<file path="src/rtl/dmem_arbiter_if.sv">
// Core-side and memory-side signal bundle for dmem_arbiter.
// slave is the arbiter's view; master is the cores-plus-memory environment's view.
interface dmem_arbiter_if #(
    parameter int unsigned num_req_p    = 4,
    parameter int unsigned addr_width_p = 32
);
    logic [num_req_p-1:0]              req_valid_i;
    logic [num_req_p-1:0]              req_wen_i;
    logic [num_req_p-1:0]              req_byte_i;
    logic [num_req_p*addr_width_p-1:0] req_addr_i;
    logic [num_req_p*32-1:0]           req_wdata_i;
    logic [num_req_p-1:0]              req_yumi_o;
    logic [num_req_p-1:0]              resp_valid_o;
    logic [31:0]                       resp_rdata_o;
    logic [num_req_p-1:0]              resp_yumi_i;

    logic                              mem_valid_o;
    logic                              mem_wen_o;
    logic                              mem_byte_o;
    logic [addr_width_p-1:0]           mem_addr_o;
    logic [31:0]                       mem_wdata_o;
    logic                              mem_yumi_i;
    logic                              mem_rvalid_i;
    logic [31:0]                       mem_rdata_i;
    logic                              mem_ryumi_o;

    modport slave (
        input  req_valid_i, req_wen_i, req_byte_i, req_addr_i, req_wdata_i, resp_yumi_i,
        input  mem_yumi_i, mem_rvalid_i, mem_rdata_i,
        output req_yumi_o, resp_valid_o, resp_rdata_o,
        output mem_valid_o, mem_wen_o, mem_byte_o, mem_addr_o, mem_wdata_o, mem_ryumi_o
    );

    modport master (
        output req_valid_i, req_wen_i, req_byte_i, req_addr_i, req_wdata_i, resp_yumi_i,
        output mem_yumi_i, mem_rvalid_i, mem_rdata_i,
        input  req_yumi_o, resp_valid_o, resp_rdata_o,
        input  mem_valid_o, mem_wen_o, mem_byte_o, mem_addr_o, mem_wdata_o, mem_ryumi_o
    );
endinterface

</file>
<file path="src/rtl/dmem_arbiter.sv">
// Round-robin arbiter sharing one data-memory port among num_req_p cores, one transaction at a time.
// Optional watchdog enabled by defining DMEM_ARB_TIMEOUT_EN.
module dmem_arbiter #(
    parameter int unsigned num_req_p    = 4,
    parameter int unsigned addr_width_p = 32,
    parameter int unsigned timeout_p    = 255,
    localparam int unsigned gw          = (num_req_p > 1) ? $clog2(num_req_p) : 1
) (
    input  logic          clk,
    input  logic          reset,
    dmem_arbiter_if.slave bus,
    output logic [gw-1:0] grant_id_o,
    output logic          busy_o,
    output logic          timeout_o
);

    typedef enum logic [1:0] {StIdle, StIssue, StWait, StDeliver} state_e;

    state_e                  state_q, state_d;
    logic [gw-1:0]           last_q;
    logic [gw-1:0]           grant_q;
    logic                    wen_q;
    logic                    byte_q;
    logic [addr_width_p-1:0] addr_q;
    logic [31:0]             wdata_q;
    logic [31:0]             rdata_q;

    logic                    found;
    logic [gw-1:0]           pick;
    logic                    to_fire;

    // Search starts just after the last winner; the wrap is explicit so num_req_p may be any value.
    always_comb begin
        int unsigned idx;
        found = 1'b0;
        pick  = '0;
        idx   = 0;
        for (int unsigned k = 1; k <= num_req_p; k++) begin
            idx = 32'(last_q) + k;
            if (idx >= num_req_p) begin
                idx = idx - num_req_p;
            end
            if (!found && bus.req_valid_i[gw'(idx)]) begin
                found = 1'b1;
                pick  = gw'(idx);
            end
        end
    end

    // State register
    always_ff @(posedge clk or posedge reset) begin
        if (reset) begin
            state_q <= StIdle;
        end else begin
            state_q <= state_d;
        end
    end

    // Next-state logic
    always_comb begin
        state_d = state_q;
        case (state_q)
            StIdle: begin
                if (found) begin
                    state_d = StIssue;
                end
            end
            StIssue: begin
                if (bus.mem_yumi_i) begin
                    state_d = bus.mem_rvalid_i ? StDeliver : StWait;
                end else if (to_fire) begin
                    state_d = StDeliver;
                end
            end
            StWait: begin
                if (bus.mem_rvalid_i || to_fire) begin
                    state_d = StDeliver;
                end
            end
            StDeliver: begin
                if (bus.resp_yumi_i[grant_q]) begin
                    state_d = StIdle;
                end
            end
            default: state_d = StIdle;
        endcase
    end

    // Output logic
    always_comb begin
        bus.req_yumi_o   = '0;
        bus.resp_valid_o = '0;
        bus.mem_valid_o  = 1'b0;
        bus.mem_wen_o    = 1'b0;
        bus.mem_byte_o   = 1'b0;
        bus.mem_addr_o   = '0;
        bus.mem_wdata_o  = '0;
        bus.mem_ryumi_o  = 1'b0;
        case (state_q)
            StIssue: begin
                bus.mem_valid_o = 1'b1;
                bus.mem_wen_o   = wen_q;
                bus.mem_byte_o  = byte_q;
                bus.mem_addr_o  = addr_q;
                bus.mem_wdata_o = wdata_q;
                // A watchdog expiry still completes the core's request handshake.
                if (bus.mem_yumi_i || to_fire) begin
                    bus.req_yumi_o[grant_q] = 1'b1;
                end
                if (bus.mem_yumi_i && bus.mem_rvalid_i) begin
                    bus.mem_ryumi_o = 1'b1;
                end
            end
            StWait: begin
                if (bus.mem_rvalid_i) begin
                    bus.mem_ryumi_o = 1'b1;
                end
            end
            StDeliver: begin
                bus.resp_valid_o[grant_q] = 1'b1;
            end
            default: ;
        endcase
    end

    assign bus.resp_rdata_o = rdata_q;
    assign busy_o           = (state_q != StIdle);
    assign grant_id_o       = grant_q;

    // Request fields are frozen at grant time so the core may change them while waiting.
    always_ff @(posedge clk or posedge reset) begin
        if (reset) begin
            last_q  <= gw'(num_req_p - 1);
            grant_q <= '0;
            wen_q   <= 1'b0;
            byte_q  <= 1'b0;
            addr_q  <= '0;
            wdata_q <= '0;
            rdata_q <= '0;
        end else begin
            if (state_q == StIdle && found) begin
                grant_q <= pick;
                wen_q   <= bus.req_wen_i[pick];
                byte_q  <= bus.req_byte_i[pick];
                addr_q  <= bus.req_addr_i[32'(pick) * addr_width_p +: addr_width_p];
                wdata_q <= bus.req_wdata_i[32'(pick) * 32 +: 32];
            end
            if (bus.mem_ryumi_o) begin
                rdata_q <= bus.mem_rdata_i;
            end else if (to_fire) begin
                rdata_q <= 32'hDEAD_BEEF;
            end
            if (state_q == StDeliver && state_d == StIdle) begin
                last_q <= grant_q;
            end
        end
    end

`ifdef DMEM_ARB_TIMEOUT_EN
    localparam int unsigned cw = (timeout_p > 0) ? $clog2(timeout_p + 1) : 1;

    logic [cw-1:0] cnt_q;
    logic          timeout_q;

    assign to_fire   = (state_q == StIssue || state_q == StWait) && (cnt_q == cw'(timeout_p));
    assign timeout_o = timeout_q;

    // IDLE always precedes ISSUE, so clearing there restarts the count for every grant.
    always_ff @(posedge clk or posedge reset) begin
        if (reset) begin
            cnt_q     <= '0;
            timeout_q <= 1'b0;
        end else begin
            if (state_q == StIdle) begin
                cnt_q <= '0;
            end else if (state_q == StIssue || state_q == StWait) begin
                cnt_q <= cnt_q + cw'(1);
            end
            if (to_fire) begin
                timeout_q <= 1'b1;
            end
        end
    end
`else
    assign to_fire   = 1'b0;
    assign timeout_o = 1'b0;
`endif

endmodule

</file>
<file path="src/flat_wrapper.sv">
// flat-port wrapper written by rule: the top's interface ports become plain ports
module dmem_arbiter_flat 
#(
    parameter int unsigned num_req_p    = 4,
    parameter int unsigned addr_width_p = 32,
    parameter int unsigned timeout_p    = 255,
    localparam int unsigned gw          = (num_req_p > 1) ? $clog2(num_req_p) : 1
)
  (clk, reset, grant_id_o, busy_o, timeout_o, bus_req_valid_i, bus_req_wen_i, bus_req_byte_i, bus_req_addr_i, bus_req_wdata_i, bus_resp_yumi_i, bus_mem_yumi_i, bus_mem_rvalid_i, bus_mem_rdata_i, bus_req_yumi_o, bus_resp_valid_o, bus_resp_rdata_o, bus_mem_valid_o, bus_mem_wen_o, bus_mem_byte_o, bus_mem_addr_o, bus_mem_wdata_o, bus_mem_ryumi_o);
  dmem_arbiter_if #(.num_req_p(num_req_p), .addr_width_p(addr_width_p)) bus_i ();
  input  logic clk;
  input  logic reset;
  output logic [gw-1:0] grant_id_o;
  output logic busy_o;
  output logic timeout_o;
  input wire logic [$bits(bus_i.req_valid_i)-1:0] bus_req_valid_i;
  input wire logic [$bits(bus_i.req_wen_i)-1:0] bus_req_wen_i;
  input wire logic [$bits(bus_i.req_byte_i)-1:0] bus_req_byte_i;
  input wire logic [$bits(bus_i.req_addr_i)-1:0] bus_req_addr_i;
  input wire logic [$bits(bus_i.req_wdata_i)-1:0] bus_req_wdata_i;
  input wire logic [$bits(bus_i.resp_yumi_i)-1:0] bus_resp_yumi_i;
  input wire logic [$bits(bus_i.mem_yumi_i)-1:0] bus_mem_yumi_i;
  input wire logic [$bits(bus_i.mem_rvalid_i)-1:0] bus_mem_rvalid_i;
  input wire logic [$bits(bus_i.mem_rdata_i)-1:0] bus_mem_rdata_i;
  output wire logic [$bits(bus_i.req_yumi_o)-1:0] bus_req_yumi_o;
  output wire logic [$bits(bus_i.resp_valid_o)-1:0] bus_resp_valid_o;
  output wire logic [$bits(bus_i.resp_rdata_o)-1:0] bus_resp_rdata_o;
  output wire logic [$bits(bus_i.mem_valid_o)-1:0] bus_mem_valid_o;
  output wire logic [$bits(bus_i.mem_wen_o)-1:0] bus_mem_wen_o;
  output wire logic [$bits(bus_i.mem_byte_o)-1:0] bus_mem_byte_o;
  output wire logic [$bits(bus_i.mem_addr_o)-1:0] bus_mem_addr_o;
  output wire logic [$bits(bus_i.mem_wdata_o)-1:0] bus_mem_wdata_o;
  output wire logic [$bits(bus_i.mem_ryumi_o)-1:0] bus_mem_ryumi_o;
  assign bus_i.req_valid_i = bus_req_valid_i;
  assign bus_i.req_wen_i = bus_req_wen_i;
  assign bus_i.req_byte_i = bus_req_byte_i;
  assign bus_i.req_addr_i = bus_req_addr_i;
  assign bus_i.req_wdata_i = bus_req_wdata_i;
  assign bus_i.resp_yumi_i = bus_resp_yumi_i;
  assign bus_i.mem_yumi_i = bus_mem_yumi_i;
  assign bus_i.mem_rvalid_i = bus_mem_rvalid_i;
  assign bus_i.mem_rdata_i = bus_mem_rdata_i;
  assign bus_req_yumi_o = bus_i.req_yumi_o;
  assign bus_resp_valid_o = bus_i.resp_valid_o;
  assign bus_resp_rdata_o = bus_i.resp_rdata_o;
  assign bus_mem_valid_o = bus_i.mem_valid_o;
  assign bus_mem_wen_o = bus_i.mem_wen_o;
  assign bus_mem_byte_o = bus_i.mem_byte_o;
  assign bus_mem_addr_o = bus_i.mem_addr_o;
  assign bus_mem_wdata_o = bus_i.mem_wdata_o;
  assign bus_mem_ryumi_o = bus_i.mem_ryumi_o;
  dmem_arbiter #(.num_req_p(num_req_p), .addr_width_p(addr_width_p), .timeout_p(timeout_p)) u_core (.clk(clk), .reset(reset), .bus(bus_i), .grant_id_o(grant_id_o), .busy_o(busy_o), .timeout_o(timeout_o));
endmodule
</file>
<file path="config.mk">
export PLATFORM = sky130hd
export DESIGN_NAME = dmem_arbiter_flat
export DESIGN_NICKNAME = d
export VERILOG_FILES = /design/src/rtl/dmem_arbiter_if.sv /design/src/rtl/dmem_arbiter.sv /design/src/flat_wrapper.sv
export SDC_FILE = /design/constraint.sdc
export NUM_CORES = 1
export LEC_CHECK = 0
export CORE_AREA = 4 4 163 165
export DETAILED_ROUTE_END_ITERATION = 10
export DIE_AREA = 0 0 167 169
export PLACE_DENSITY_LB_ADDON = 0.2
export SETUP_SLACK_MARGIN = 0.15
export SLEW_MARGIN = 20
export SYNTH_ARGS = -nofsm -noshare
export SYNTH_HDL_FRONTEND = slang
export SYNTH_SLANG_ARGS = --single-unit
</file>
<file path="constraint.sdc">
create_clock -name clk -period 7.2 [get_ports clk]
set_input_delay 1.08 -clock clk [delete_from_list [all_inputs] [get_ports clk]]
set_output_delay 1.08 -clock clk [all_outputs]
set_load 0.005 [all_outputs]
</file>
==> metrics <==
pre-CTS setup slack=2.63 ns; row count=58; worst path arrival time=2.94 ns; initial cell density of the core=26.3%; slowest CP cell=clkdlybuf4s50_1; number of synthesized flops with an enable pin=0; Nets=1283; Slew @ Worst Pin=1.09 ns; Critical Path End Type=output port; post-route cell area=0.0113 mm²; Die Ht=169 µm; mapped cell area=0.00658 mm²; storage element area=0.00261 mm²; DR vias=5987; Synth Warn #=0; largest net degree at the start of global routing=91; final period utilization=55.8%; I/O pins=420; Leakage=4.71 nW; Post-Syn Area per Cell=11.2 µm²; Max Freq=249 MHz; FFs w/ async S/R, synth=100%; Logic pwr share=58.5%; Slew Viols, Final=0; crit-path cells=clkdlybuf4s50_1, a21o_1, and3_1, buf_4, clkdlybuf4s50_1; Final Skew=0.0113 ns; sw frac=37.3%; Max-Cap Viols=0; Max-slew headroom=27.2%; area post-placement=0.0109 mm²; Avg WL per Cell=18.7 µm; Pre-antenna DRT Iters=4; most used cell, CP=clkdlybuf4s50_1; largest fanout on the critical path=33; placed cells=1288; Overflow after GRT=0; power per cell area=337 mW/mm²; Fin Hold WS=0.481 ns; Root Driver=clkbuf_16; initial antenna violation count=0; Setup WS post-layout=3.18 ns; Max Used Layer=met4; Main synth FF type=dfrtp_1; Die Width=167 µm; core area=0.0250 mm²; # DRC=0; Vias per Instance=4.59; final cell count without fillers=1305; Num CTS Buffers=9; Fill cells=2401; Mapped Cells=587; worst-skew pair later-pin latency=0.35 ns; WL met3=2520 µm; post-route setup TNS=0 ns; Met2 Routed Length=12100 µm; worst hold path class=reg2reg; CP Data Required Time=6.12 ns; final WL=24400 µm; Inserted Diodes=0; GP Congestion=0.852; post-synthesis cell type count=38; Critical Path Max Stage Delay=0.59 ns; peak supply drop=0.000192 V; FF+latch count, synth=104; Post-CTS Hold Fix Bufs=0; # setup viols final=0; clk slew on worst S/H paths=0.08 ns; syn nets=900; Buffers on Ports=418; htree depth=3; run status=completed; Design Power=3.80 mW; M1 wire length=9400 µm; vias in the first global route=6473; final-report hold violation count=0; share of cells above drive strength 1=10.5%; post-CTS setup repair buffer count=0; Layout area overhead=71.2%; Flop pwr share=27.6%; first-pass GRT wire length=37400 µm; Clk pwr share=13.9%; Setup crit start kind=input pin; CTS Buffer Depth=2; Final Util=45.0%; CTS tree=done; Crit Path Class=in2out; RSZ-0062 raised after global routing=false; P_sw=1.42 mW; GRT Total Usage=16.6%; Period minus WS final=4.02 ns; Sink Count=104; DIE AREA=0.0282 mm²; Seq/Total Area, Yosys=39.6%; area occupied by multi-input gates=0.00362 mm²; ANT nets after route=0; Initial DRC Count=195; hpwl dp=18900 µm; Internal Power=2.38 mW; cts repair resizes=0
==> routing by layer <==
metal  vias to the layer above  track usage [%]
li1                       2910                -
met5                         -                0
met1                      2797             19.0
met2                       262             28.8
met4                         0             4.20
met3                        18             6.84
==> cells in the mapped netlist, types with 5 or more instances <==
cell / instances / area (µm²)
dfrtp_1: 102 / 2550
clkbuf_1: 15 / 56.3
mux2i_1: 136 / 1360
o221ai_1: 21 / 184
and2_1: 67 / 419
nor2_1: 5 / 18.8
inv_1: 11 / 41.3
o221ai_2: 45 / 676
buf_6: 12 / 135
buf_4: 7 / 52.6
buf_2: 19 / 95.1
mux2_2: 24 / 270
mux2_1: 9 / 101
ha_1: 5 / 62.6
nand2_1: 74 / 278
==> final timing paths <==
check                                    from                          end  slack (ns)  cells after the start
max in group asynchronous               reset            u_core.addr_q[18]        4.79                      3
max                            bus_mem_yumi_i              bus_mem_ryumi_o        3.18                      5
max reg2reg                  u_core.last_q[1]            u_core.addr_q[16]        4.40                      6
min reg2reg                u_core.wdata_q[12]           u_core.wdata_q[12]        0.48                      2
min                        u_core.wdata_q[12]           u_core.wdata_q[12]        0.48                      2
min in group asynchronous               reset  u_core.bus.resp_rdata_o[22]        1.13                      2
==> worst max-delay path: cells and delay by family <==
kind	cells	cell delay, ns
compound gates	1	0.15
simple gates	1	0.16
buf+inv	3	1.53
==> kinds of logic (layout without fill, tap and decap cells) <==
kind of cell	count (synthesis)	count (layout)	synth area share, %
flops	104	104	39.6
fa+ha+maj	5	5	0.951
simple gates	160	160	12.1
mux	169	169	26.3
compound gates	83	83	14.9
other cells	1	1	0.0570
buf+inv	65	453	6.01
==> flip-flops by register name, indices dropped and copies added, names as in the netlist <==
name and flops:
u_core.addr_q 32, u_core.bus.resp_rdata_o 32, u_core.wdata_q 32, u_core.grant_id_o 2, u_core.last_q 2, u_core.state_q 2, u_core.byte_q 1, u_core.wen_q 1
==> power by group through the flow <==
stage | Clock (mW) | Combinational, mW | Sequential (mW)
2_1_floorplan | 0 | 1.32 | 1.01
3_3_place_gp | 0 | 2.24 | 1.05
3_5_place_dp | 0 | 2.25 | 1.05
4_1_cts | 0.551 | 2.26 | 1.05
5_1_grt | 0.567 | 2.44 | 1.09
6_report | 0.527 | 2.22 | 1.05
==> layout make-up <==
| type | count | area share, % |
|---|---|---|
| Timing Repair Buffer | 426 | 37.9 |
| Multi-Input combinational cell | 418 | 32.1 |
| Sequential cell | 104 | 23.1 |
| Tap cell | 330 | 3.66 |
| Clock buffer | 9 | 2.00 |
| Clock inverter | 7 | 0.766 |
| Inverter | 11 | 0.389 |
==> cell usage in the layout (no fill, tap or decap), types with 4 or more instances in the layout <==
| cell | instances |
|---|---|
| clkbuf_16 | 9 |
| o221ai_2 | 45 |
| dfrtp_1 | 102 |
| and2_1 | 67 |
| nor3_1 | 4 |
| buf_4 | 6 |
| nor2_1 | 5 |
| inv_1 | 10 |
| mux2_2 | 24 |
| o221ai_1 | 21 |
| ha_1 | 4 |
| clkdlybuf4s50_1 | 418 |
| mux2_1 | 9 |
| mux2i_1 | 136 |
| nand2_1 | 74 |
(Power assumes the default switching activity.)
==> RTL change 1, RTL diff (config.mk and constraints unchanged) <==
Add a define of `DMEM_ARB_TIMEOUT_EN`.
--- a/src/rtl/dmem_arbiter.sv
+++ b/src/rtl/dmem_arbiter.sv
@@ -2,2 +2,4 @@
 // Optional watchdog enabled by defining DMEM_ARB_TIMEOUT_EN.
+`define DMEM_ARB_TIMEOUT_EN
+
 module dmem_arbiter #(
Behaviour: same outputs for any inputs over 4 cycles, from zero or initial values and one cycle with reset high; that may be too few to reach the edited logic, so the function may still have changed.
==> RTL change 1 against the original RTL <==
Final cell count up 4.9%; largest power group unchanged; total power up 13%; setup slack worse by 640 ps; synthesized area up 9.1%; wire length up 13%; sequential cell count up 9; sequential share of layout area up 0.54 points; combinational power up 6%; design area up 6.2%; first-iteration DRC count up 39%; hold slack worse by 4.7 ps.
==> RTL change 1: results (changes against the original RTL) <==
metric,value,unit,change
status,"complete, no violations",,
path_clk_slew,60,ps,-20 ps
finish.net_count,1340,,+4.4%
syn_nets,946,,+5.1%
drive_gt1_share,10.8,%,+0.32 points
n_fill_cell,2331,,-2.9%
htreeDepth,4,,+1
multi_input_cells,459,,+9.8%
cts_made_buffers,17,,+8
synth_area_leaders,"dfrtp_1, mux2i_1, o221ai_2, and2_1, nand2_1",,
power_leakage,4.87,nW,+3.5%
ys_types,46,,+21%
n_all_inverters,9,,-2
port_buffers,419,,+0.24%
cp.arrival,3570,ps,+630 ps
buf_share,35.6,%,-2.3 points
met1_length,10800,µm,+15%
grt_max_degree,74,,-19%
slew_headroom,25.2,%,-2.0 points
ys_seq_area_share,39.4,%,-0.17 points
worstReg2RegStart,u_core.state_q[0]$_DFF_PP0_,,
first_iter_violations,271,,+39%
powerComb,0.00235,W,+6%
clock_skew,11.9,ps,+0.631 ps
numSequentialCells,113,,+8.7%
synth_xor_area_share,0.122,%,+0.12 points
wl_met2,13800,µm,+14%
clockBufferCount,18,,+9
groute.usage.overall,18.8,%,+2.2 points
grt_pass1_vias,7141,,+10%
viasPerCell,4.82,,+5.1%
swShare,37.8,%,+0.47 points
multi_input_area,3850,µm²,+6.5%
routedWlPerCell,20.1,µm,+7.5%
grt_pass1_wl,41900,µm,+12%
RTL change 1: critical path, stage by stage:
cell and delay, ps:
clkdlybuf4s50_1 510, a21o_1 140, nand3_1 760, inv_2 500, clkdlybuf4s50_1 580
RTL change 1: worst paths after layout:
path                       cells past startpoint  slack (ps)                                      end
max reg2reg                                    6        3960           u_core.wdata_q[11]$_DFFE_PP0P_
min in group asynchronous                      2        1110   u_core.bus.resp_rdata_o[0]$_DFFE_PP0P_
max in group asynchronous                      3        4740  u_core.bus.resp_rdata_o[19]$_DFFE_PP0P_
min                                            2         480            u_core.addr_q[20]$_DFFE_PP0P_
min reg2reg                                    2         480            u_core.addr_q[20]$_DFFE_PP0P_
max                                            5        2550                          bus_mem_ryumi_o
RTL change 1: through the flow:
step	std cells	power, W	setup slack, ps	instance area (µm²)
floorplan	632	0.00257	3140	7180
global placement	1337	0.00347	2580	11400
detailed placement	1337	0.00350	2560	11400
CTS	1369	0.00436	2540	12000
global route	1369	0.00458	2450	12000
finish	1369	0.00428	2550	12000
==> RTL change 2, RTL diff (config.mk and constraints unchanged) <==
Without the edit above. Re-encode `state_e` (4 states) as one-hot, 4 bits wide.
--- a/src/rtl/dmem_arbiter.sv
+++ b/src/rtl/dmem_arbiter.sv
@@ -16,3 +16,3 @@
 
-    typedef enum logic [1:0] {StIdle, StIssue, StWait, StDeliver} state_e;
+    typedef enum logic [3:0] {StIdle = 4'b0001, StIssue = 4'b0010, StWait = 4'b0100, StDeliver = 4'b1000} state_e;
 
Behaviour: no difference found for any inputs over 4 cycles, from zero or initial values and one cycle with reset high; so few cycles prove little.
==> RTL change 2 against the original RTL <==
Wire length grew 21%; synthesized area grew 6.7%; total power shrank 9.0%; setup slack lost 240 ps; via count grew 16%; die area is the same; sequential cell count grew 2; first-iteration DRC count grew 91%; design area grew 2.9%.
==> RTL change 2: results (changes against the original RTL) <==
metric,value,unit,change
cts_made_buffers,9,,unchanged
rr_worst_depth,6,,unchanged
drive_gt1_share,9.55,%,-0.92 points
synthMuxAreaShare,15.7,%,-11 points
insertion_delay,370,ps,+20 ps
synth_adder_area_share,0,%,-0.95 points
status,"complete, no violations",,
crit_path_end,bus_req_yumi_o[0],,
finish.net_count,1403,,+9.4%
dp_hpwl,21000,µm,+11%
whs_endpoint,u_core.addr_q[9]$_DFFE_PP0P_,,
synth_compound_area_share,22.3,%,+7.3 points
routedWlPerCell,20.6,µm,+11%
synth_area_leaders,"dfrtp_1, mux2i_1, a21o_1, and2_1, mux2_2",,
hp-class,register to register,,
postCtsSetupRepairBufs,0,,unchanged
ys_seq_area_share,37.8,%,-1.8 points
syn_nets,1036,,+15%
combPwrFrac,53.8,%,-4.7 points
worst_hold_path.num_cells,2,,unchanged
synth_xor_area_share,0,%,unchanged
grt_pass1_wl,44000,µm,+18%
path_max_fanout,51,,+55%
via_count,6950,,+16%
cts_root_buffer,clkbuf_16,,
antenna_found_initial,2,,+2
grt_max_degree,68,,-25%
reg2reg_slack,4060,ps,-340 ps
slew_headroom,28.3,%,+1.1 points
htreeDepth,3,,unchanged
groute.usage.overall,19.9,%,+3.3 points
gp_congestion,0.815,,-4.3%
async_flop_share,100,%,unchanged
ys_types,43,,+13%
swShare,38.9,%,+1.6 points
grt_pass1_vias,7290,,+13%
synth_common_cells,"dfrtp_1, nand2_1, mux2i_1, o21ai_0, a21o_1",,
worstSetupStartpoint,u_core.state_q[3]$_DFF_PP0_,,
r2r-end,u_core.addr_q[13]$_DFFE_PP0P_,,
cp.arrival,3180,ps,+240 ps
first_iter_violations,372,,+91%
seq_power_share,30.7,%,+3.1 points
min_from,u_core.addr_q[9]$_DFFE_PP0P_,,
power_leakage,4.65,nW,-1.2%
clock_skew,17.5,ps,+6.25 ps
vdd_drop_max,0.000169,V,-12%
synth_warnings,0,,unchanged
==> RTL change 2: cell count changes after synthesis, moves of 10 or more <==
cell      delta
o211ai_2    +29
a21o_1      +66
mux2_2      +10
o21ai_0     +67
nand3_1     +63
o211ai_1    +36
o221ai_1    -21
mux2i_1     -68
o221ai_2    -45
clkbuf_1    +12
==> RTL change 2: kinds of logic after synthesis <==
group | after synthesis
AO/OA/AOI/OAI | 208
buffers and inverters | 74
flip-flops | 106
multiplexers | 104
other | 1
AND/OR/NAND/NOR | 235
==> RTL change 2: area by class of cell <==
class	count	area (µm²)
Antenna cell	1	2.50
Clock buffer	9	225
Clock inverter	7	93.8
Fill cell	2451	13400
Inverter	3	13.8
Multi-Input combinational cell	548	3940
Sequential cell	106	2660
Tap cell	330	413
Timing Repair Buffer	427	4250
==> RTL change 2: stage by stage <==
stage	hold WS, ps	setup WS [ps]	power (W)	cells	area (µm²)
2_1_floorplan	459	3340	0.00217	728	7020
3_3_place_gp	472	3240	0.00293	1414	11300
3_5_place_dp	476	3150	0.00297	1414	11300
4_1_cts	498	2780	0.00351	1430	11600
5_1_grt	515	2620	0.00371	1431	11600
6_report	489	2940	0.00346	1431	11600
==> RTL change 2: per-layer routing <==
layer  vias to the layer above  track usage (%)  share of wire (%)
met5                         -                0              0.044
met4                         2             5.09                1.5
met3                        30             6.33                8.2
met2                       284             34.9                 50
met1                      3298             23.7                 40
li1                       3336                -                  -
==> RTL change 2: critical path: stages (launching register included) <==
cell             delay (ps)
dfrtp_1                 460
nor4b_4                 830
buf_4                   600
nand2_1                 220
nor3_1                  170
clkdlybuf4s50_1         530
